## src/rtl/fp_cmp_pkg.sv

```systemverilog
`default_nettype none
// +----------------------------------------------------------------------------+
// | fp_cmp_pkg                                                                 |
// | fp32 field types, sideband record and classification helpers.              |
// | Revision: 1.0                                                              |
// +----------------------------------------------------------------------------+
package fp_cmp_pkg;

    localparam int                   FP32_EXP_W   = 8;
    localparam int                   FP32_MAN_W   = 23;
    localparam logic [FP32_EXP_W-1:0] FP32_EXP_MAX = 8'hFF;

    // Tag slot width in the sideband record; the stage TAG_W must not exceed it.
    localparam int CMP_TAG_W = 4;

    typedef struct packed {
        logic                  sign;
        logic [FP32_EXP_W-1:0] exp;
        logic [FP32_MAN_W-1:0] man;
    } fp32_t;

    typedef struct packed {
        logic                 valid;
        logic [CMP_TAG_W-1:0] tag;
        logic                 le;
        logic                 unord;
        logic                 both_zero;
    } cmp_side_t;

    function automatic logic is_nan(input fp32_t x);
        return (x.exp == FP32_EXP_MAX) && (x.man != '0);
    endfunction

    function automatic logic is_zero(input fp32_t x);
        return (x.exp == '0) && (x.man == '0);
    endfunction

endpackage
`default_nettype wire

```

## src/rtl/fp_cmp_rfifo.sv

```systemverilog
`default_nettype none
// +----------------------------------------------------------------------------+
// | fp_cmp_rfifo                                                               |
// | Synchronous result FIFO, DEPTH x WIDTH, active-low synchronous reset.      |
// | Revision: 1.0                                                              |
// +----------------------------------------------------------------------------+
module fp_cmp_rfifo #(
    parameter int DEPTH = 4,
    parameter int WIDTH = 6
) (
    input  logic             clk,
    input  logic             rst_n,
    input  logic             wr_en,
    input  logic [WIDTH-1:0] wr_data,
    input  logic             rd_en,
    output logic [WIDTH-1:0] rd_data,
    output logic             not_empty
);
    localparam int                c_PTR_W   = (DEPTH > 1) ? $clog2(DEPTH) : 1;
    localparam int                c_CNT_W   = $clog2(DEPTH + 1);
    localparam logic [c_PTR_W-1:0] c_PTR_LAST = c_PTR_W'(DEPTH - 1);
    localparam logic [c_PTR_W-1:0] c_PTR_ONE  = c_PTR_W'(1);
    localparam logic [c_CNT_W-1:0] c_CNT_MAX  = c_CNT_W'(DEPTH);
    localparam logic [c_CNT_W-1:0] c_CNT_ONE  = c_CNT_W'(1);

    logic [WIDTH-1:0]   r_mem [DEPTH];
    logic [c_PTR_W-1:0] r_wr_ptr;
    logic [c_PTR_W-1:0] r_rd_ptr;
    logic [c_CNT_W-1:0] r_count;

    assign rd_data   = r_mem[r_rd_ptr];
    assign not_empty = (r_count != '0);

    always_ff @(posedge clk) begin
        if (wr_en) begin
            r_mem[r_wr_ptr] <= wr_data;
        end
    end

    always_ff @(posedge clk) begin
        if (!rst_n) begin
            r_wr_ptr <= '0;
            r_rd_ptr <= '0;
            r_count  <= '0;
        end else begin
            if (wr_en) begin
                r_wr_ptr <= (r_wr_ptr == c_PTR_LAST) ? '0 : r_wr_ptr + c_PTR_ONE;
            end
            if (rd_en) begin
                r_rd_ptr <= (r_rd_ptr == c_PTR_LAST) ? '0 : r_rd_ptr + c_PTR_ONE;
            end
            if (wr_en && !rd_en) begin
                r_count <= r_count + c_CNT_ONE;
            end else if (!wr_en && rd_en) begin
                r_count <= r_count - c_CNT_ONE;
            end
        end
    end

    always_ff @(posedge clk) begin
        if (rst_n) begin
            assert (!(wr_en && !rd_en && (r_count == c_CNT_MAX)))
                else $error("fp_cmp_rfifo overflow");
            assert (!(rd_en && (r_count == '0)))
                else $error("fp_cmp_rfifo underflow");
        end
    end

endmodule
`default_nettype wire

```

## src/rtl/fp_cmp_ltle_issue.sv

```systemverilog
`default_nettype none
// +----------------------------------------------------------------------------+
// | fp_cmp_ltle_issue                                                          |
// | fp32 lt/le compare issue/retire stage: credit flow control, operand        |
// | unpack, sideband re-alignment and NaN/zero override into a result FIFO.    |
// | Optional build macro: FP_CMP_DENORM_FLUSH_EN (flush exp==0 operands).      |
// | Revision: 1.0                                                              |
// +----------------------------------------------------------------------------+
module fp_cmp_ltle_issue
    import fp_cmp_pkg::*;
#(
    parameter int CORE_LAT = 1,
    parameter int DEPTH    = 4,
    parameter int TAG_W    = CMP_TAG_W
) (
    input  logic                  clk,
    input  logic                  rst_n,
    input  logic                  in_valid,
    output logic                  in_ready,
    input  logic [31:0]           in_a,
    input  logic [31:0]           in_b,
    input  logic                  in_le,
    input  logic [TAG_W-1:0]      in_tag,
    output logic                  core_a_sign,
    output logic [FP32_EXP_W-1:0] core_a_exp,
    output logic [FP32_MAN_W-1:0] core_a_man,
    output logic                  core_b_sign,
    output logic [FP32_EXP_W-1:0] core_b_exp,
    output logic [FP32_MAN_W-1:0] core_b_man,
    output logic                  core_le,
    input  logic                  core_res,
    output logic                  out_valid,
    input  logic                  out_ready,
    output logic                  out_res,
    output logic                  out_unord,
    output logic [TAG_W-1:0]      out_tag
);
    localparam int                   c_CREDIT_W   = $clog2(DEPTH + 1);
    localparam logic [c_CREDIT_W-1:0] c_CREDIT_MAX = c_CREDIT_W'(DEPTH);
    localparam logic [c_CREDIT_W-1:0] c_CREDIT_ONE = c_CREDIT_W'(1);
    localparam int                   c_ENTRY_W    = TAG_W + 2;

    logic [c_CREDIT_W-1:0]    r_credits;
    logic                     w_issue;
    logic                     w_pop;
    fp32_t                    w_a_raw;
    fp32_t                    w_b_raw;
    fp32_t                    w_a;
    fp32_t                    w_b;
    cmp_side_t                w_side_in;
    cmp_side_t [CORE_LAT-1:0] r_side;
    cmp_side_t                w_side_out;
    logic                     w_res;
    logic [c_ENTRY_W-1:0]     w_wr_data;
    logic [c_ENTRY_W-1:0]     w_rd_data;

    assign w_a_raw = in_a;
    assign w_b_raw = in_b;

`ifdef FP_CMP_DENORM_FLUSH_EN
    always_comb begin
        w_a = w_a_raw;
        w_b = w_b_raw;
        if (w_a_raw.exp == '0) w_a.man = '0;
        if (w_b_raw.exp == '0) w_b.man = '0;
    end
`else
    assign w_a = w_a_raw;
    assign w_b = w_b_raw;
`endif

    assign in_ready = rst_n && (r_credits != '0);
    assign w_issue  = in_valid && in_ready;
    assign w_pop    = out_valid && out_ready;

    always_comb begin
        core_a_sign = 1'b0;
        core_a_exp  = '0;
        core_a_man  = '0;
        core_b_sign = 1'b0;
        core_b_exp  = '0;
        core_b_man  = '0;
        core_le     = 1'b0;
        if (rst_n) begin
            core_a_sign = w_a.sign;
            core_a_exp  = w_a.exp;
            core_a_man  = w_a.man;
            core_b_sign = w_b.sign;
            core_b_exp  = w_b.exp;
            core_b_man  = w_b.man;
            core_le     = in_le;
        end
    end

    // A credit is taken at issue and only returned when the result leaves the FIFO.
    always_ff @(posedge clk) begin
        if (!rst_n) begin
            r_credits <= c_CREDIT_MAX;
        end else if (w_issue && !w_pop) begin
            r_credits <= r_credits - c_CREDIT_ONE;
        end else if (!w_issue && w_pop) begin
            r_credits <= r_credits + c_CREDIT_ONE;
        end
    end

    always_ff @(posedge clk) begin
        if (rst_n) begin
            assert (!(w_pop && !w_issue && (r_credits == c_CREDIT_MAX)))
                else $error("fp_cmp_ltle_issue credit overflow");
        end
    end

    always_comb begin
        w_side_in           = '0;
        w_side_in.valid     = w_issue;
        w_side_in.tag       = CMP_TAG_W'(in_tag);
        w_side_in.le        = in_le;
        w_side_in.unord     = is_nan(w_a_raw) || is_nan(w_b_raw);
        w_side_in.both_zero = is_zero(w_a) && is_zero(w_b);
    end

    always_ff @(posedge clk) begin
        if (!rst_n) begin
            r_side <= '0;
        end else begin
            r_side[0] <= w_side_in;
            for (int i = 1; i < CORE_LAT; i++) begin
                r_side[i] <= r_side[i-1];
            end
        end
    end

    assign w_side_out = r_side[CORE_LAT-1];
    assign w_res      = w_side_out.unord     ? 1'b0 :
                        w_side_out.both_zero ? w_side_out.le : core_res;
    assign w_wr_data  = {w_res, w_side_out.unord, TAG_W'(w_side_out.tag)};

    fp_cmp_rfifo #(
        .DEPTH (DEPTH),
        .WIDTH (c_ENTRY_W)
    ) u_rfifo (
        .clk       (clk),
        .rst_n     (rst_n),
        .wr_en     (w_side_out.valid),
        .wr_data   (w_wr_data),
        .rd_en     (w_pop),
        .rd_data   (w_rd_data),
        .not_empty (out_valid)
    );

    assign out_res   = w_rd_data[c_ENTRY_W-1];
    assign out_unord = w_rd_data[c_ENTRY_W-2];
    assign out_tag   = w_rd_data[TAG_W-1:0];

endmodule
`default_nettype wire

```

## config.mk

```make
export PLATFORM = sky130hd
export DESIGN_NAME = fp_cmp_ltle_issue
export DESIGN_NICKNAME = d
export VERILOG_FILES = /design/src/rtl/fp_cmp_pkg.sv /design/src/rtl/fp_cmp_rfifo.sv /design/src/rtl/fp_cmp_ltle_issue.sv
export SDC_FILE = /design/constraint.sdc
export NUM_CORES = 1
export LEC_CHECK = 0
export CAP_MARGIN = 10
export CORE_MARGIN = 5
export CORE_UTILIZATION = 40
export DETAILED_ROUTE_END_ITERATION = 16
export PLACE_DENSITY = 0.89
export SYNTH_ARGS = -nofsm -noshare
export SYNTH_HDL_FRONTEND = slang
export SYNTH_SLANG_ARGS = --single-unit
```

## constraint.sdc

```tcl
create_clock -name clk -period 4.35 [get_ports clk]
set_input_delay 1.0875 -clock clk [delete_from_list [all_inputs] [get_ports clk]]
set_output_delay 1.0875 -clock clk [all_outputs]
set_load 0.02 [all_outputs]
```

==> reports/qor.yml <==
leakagePower_nw: 1.432
max_cap_viol_count: 0
io_buffers: 146
yosysWarnings: 0
route.detailed.drc: 0
die_w_um: 86.52
synthCells: 215
vias: 2134
cts_hold_buffers: 0
mostFrequentLayoutCells: "clkdlybuf4s50_1 (145), and2_1 (78), edfxtp_1 (24)"
start_util: 0.4177
ys_seq_area_frac: 0.4786
rr_worst_depth: 8
cts_tree: "yes"
grt_pass1_wl_um: 11270
post-route-period-util: 0.8062
grt_max_degree: 31
ys.flop_type: "edfxtp_1"
cp-start-kind: "primary input"
clock_latency_ns: 0.30
power_w: 0.001329
reg2reg_from: "u_rfifo.r_count[1]"
ys_async_sr_fraction: 0
tightest_slew_ns: 0.4610
cts.clk_slew.worst_paths_ns: 0.08
drt_first_iter_violations: 65
drt-vias-per-instance: 4.906
fin_tns_setup_ns: 0
final_hold_viol_count: 0
ios: 147
post_cts_buffers: 0
cts_made_buffers: 5
dpl.hpwl_um: 6192
ir_drop_v: 0.0002534
cp_data_arrival_time_ns: 2.42
final_util: 0.7073
status: "complete, no violations"
htreeDepth: 2
cts_sinks: 44
rsz0062_at_grt: "false"
place_ws_ns: 0.8491
antenna_found_initial: 0
synth_cell_types: 30
clockBufferDepth: 2
wl_per_cell_um: 16.82
final_max_slew_viol_count: 0
cp-end-kind: "output pin"
drt_first_pass_iters: 4
cts_root_buf: "clkbuf_8"
synth_edf_count: 24
hold_path_class: "register to register"
relSlewSlack: 0.6898
dieArea_sq_um: 7486
crit_start: "rst_n"
finalWirelength_um: 7317
core_area_sq_um: 5608
r2r_end: "u_rfifo.r_count[2]"
gp_congestion: 0.8008
cts_resized: 0
ys_ff_latch: 44
clock.fmax_mhz: 285.1
final_layout_size_suffix_gt1_frac: 0.06061
cp.required_ns: 3.26
finalWorstSetupSlack_ns: 0.8430
grt.overflow.total: 0
setup_viol: 0
syn-cell-area_sq_um: 2342
worstSetupPathType: "primary input to output pin"
die_h_um: 86.52
final_antenna_net_count: 0
final_common_cell: "clkdlybuf4s50_1"
crit_fanout: 30
syn_nets: 298
fill_cells: 424
grt_usage: 0.1968
areaGrowthSynthToFinish_pct: 69.34
rows: 27
avgSynthCellArea_sq_um: 10.89
post-route-min-period_ns: 3.507
pwr_density_cell_nw_per_um2: 335.1
crit_end: "in_ready"
grt_pass1_vias: 2326
nets: 445
finalClockSkew_ns: 0.004600
antenna_cells: 0
regToRegSetupSlack_ns: 2.12
## Yosys cell counts, types with 3 or more instances
master	number	share of area
nand3_1	4	0.0085
nand4_1	3	0.0080
nand2_1	6	0.0096
edfxtp_1	24	0.31
buf_2	3	0.0064
o21ai_0	3	0.0064
a21boi_1	3	0.0096
clkbuf_1	6	0.0096
nor2_1	5	0.0080
and2_1	78	0.21
mux2i_1	4	0.017
ha_1	7	0.037
or3_1	4	0.011
inv_1	6	0.0096
nor4_1	11	0.029
mux4_2	6	0.058
dfxtp_1	20	0.17
nor2b_1	3	0.0080
## flip-flops by register name, indices dropped and copies added, names as in the netlist, named ones only
| register | flops |
|---|---|
| u_rfifo.r_mem | 24 |
| r_side | 8 |
| r_credits | 3 |
| u_rfifo.r_count | 3 |
| u_rfifo.r_rd_ptr | 2 |
| u_rfifo.r_wr_ptr | 2 |
## routing by layer
layer / track usage / wire (um) / vias to the layer above
met2: 0.3734 / 3900 / 94
li1: - / - / 1047
met1: 0.1879 / 2490 / 984
met5: 0 / 0 / -
met4: 0.05099 / 115 / 0
met3: 0.09411 / 810 / 9
## where the power goes
group          switching, W  internal, W  total (W)
sequential        0.0000496     0.000487   0.000537
clock              0.000132     0.000127   0.000258
combinational      0.000240     0.000293   0.000534
## logic make-up after synthesis
logic type | Yosys count | share of synthesized area
DFF | 44 | 0.4786
muxes | 10 | 0.07479
adders and majority gates | 9 | 0.05449
and+or+nand+nor | 125 | 0.3280
buffers and inverters | 15 | 0.02564
xor gates and xnor gates | 4 | 0.01496
AOI/OAI and AO/OA | 8 | 0.02350
## metrics by stage
stage	cell area [sq um]	std cells	hold slack [ns]
after floorplan	2342	215	0.4383
after global placement	3874	427	0.4491
after detailed placement	3874	427	0.4639
after CTS	3966	435	0.4786
after global routing	3966	435	0.5098
final	3966	435	0.4785
## area by class of cell
type | count | area [sq um] | area share
inverter | 6 | 22.52 | 0.005678
clock buffer | 6 | 82.58 | 0.02082
timing repair buffer | 149 | 1479 | 0.3729
multi-input combinational | 156 | 1161 | 0.2927
tap | 72 | 90.09 | 0.02271
clock inverter | 2 | 10.01 | 0.002524
sequential | 44 | 1121 | 0.2827
## critical path, stage by stage
cell and delay (ns):
buf_2 0.19, buf_4 0.29, o31a_1 0.22, clkdlybuf4s50_1 0.61
## how the worst min path moves through the flow
stage | end | cells after the start | startpoint | slack (ns)
finish | u_rfifo.r_mem[2][2] | 0 | r_side[5] | 0.48
global route | u_rfifo.r_mem[2][3] | 0 | r_side[6] | 0.51
CTS | u_rfifo.r_mem[2][2] | 0 | r_side[5] | 0.48
detailed placement | u_rfifo.r_mem[2][2] | 0 | r_side[5] | 0.46
global placement | u_rfifo.r_mem[1][0] | 0 | r_side[3] | 0.45
floorplan | u_rfifo.r_mem[0][0] | 0 | r_side[3] | 0.44
No activity file was read; power rests on OpenSTA's default activity.
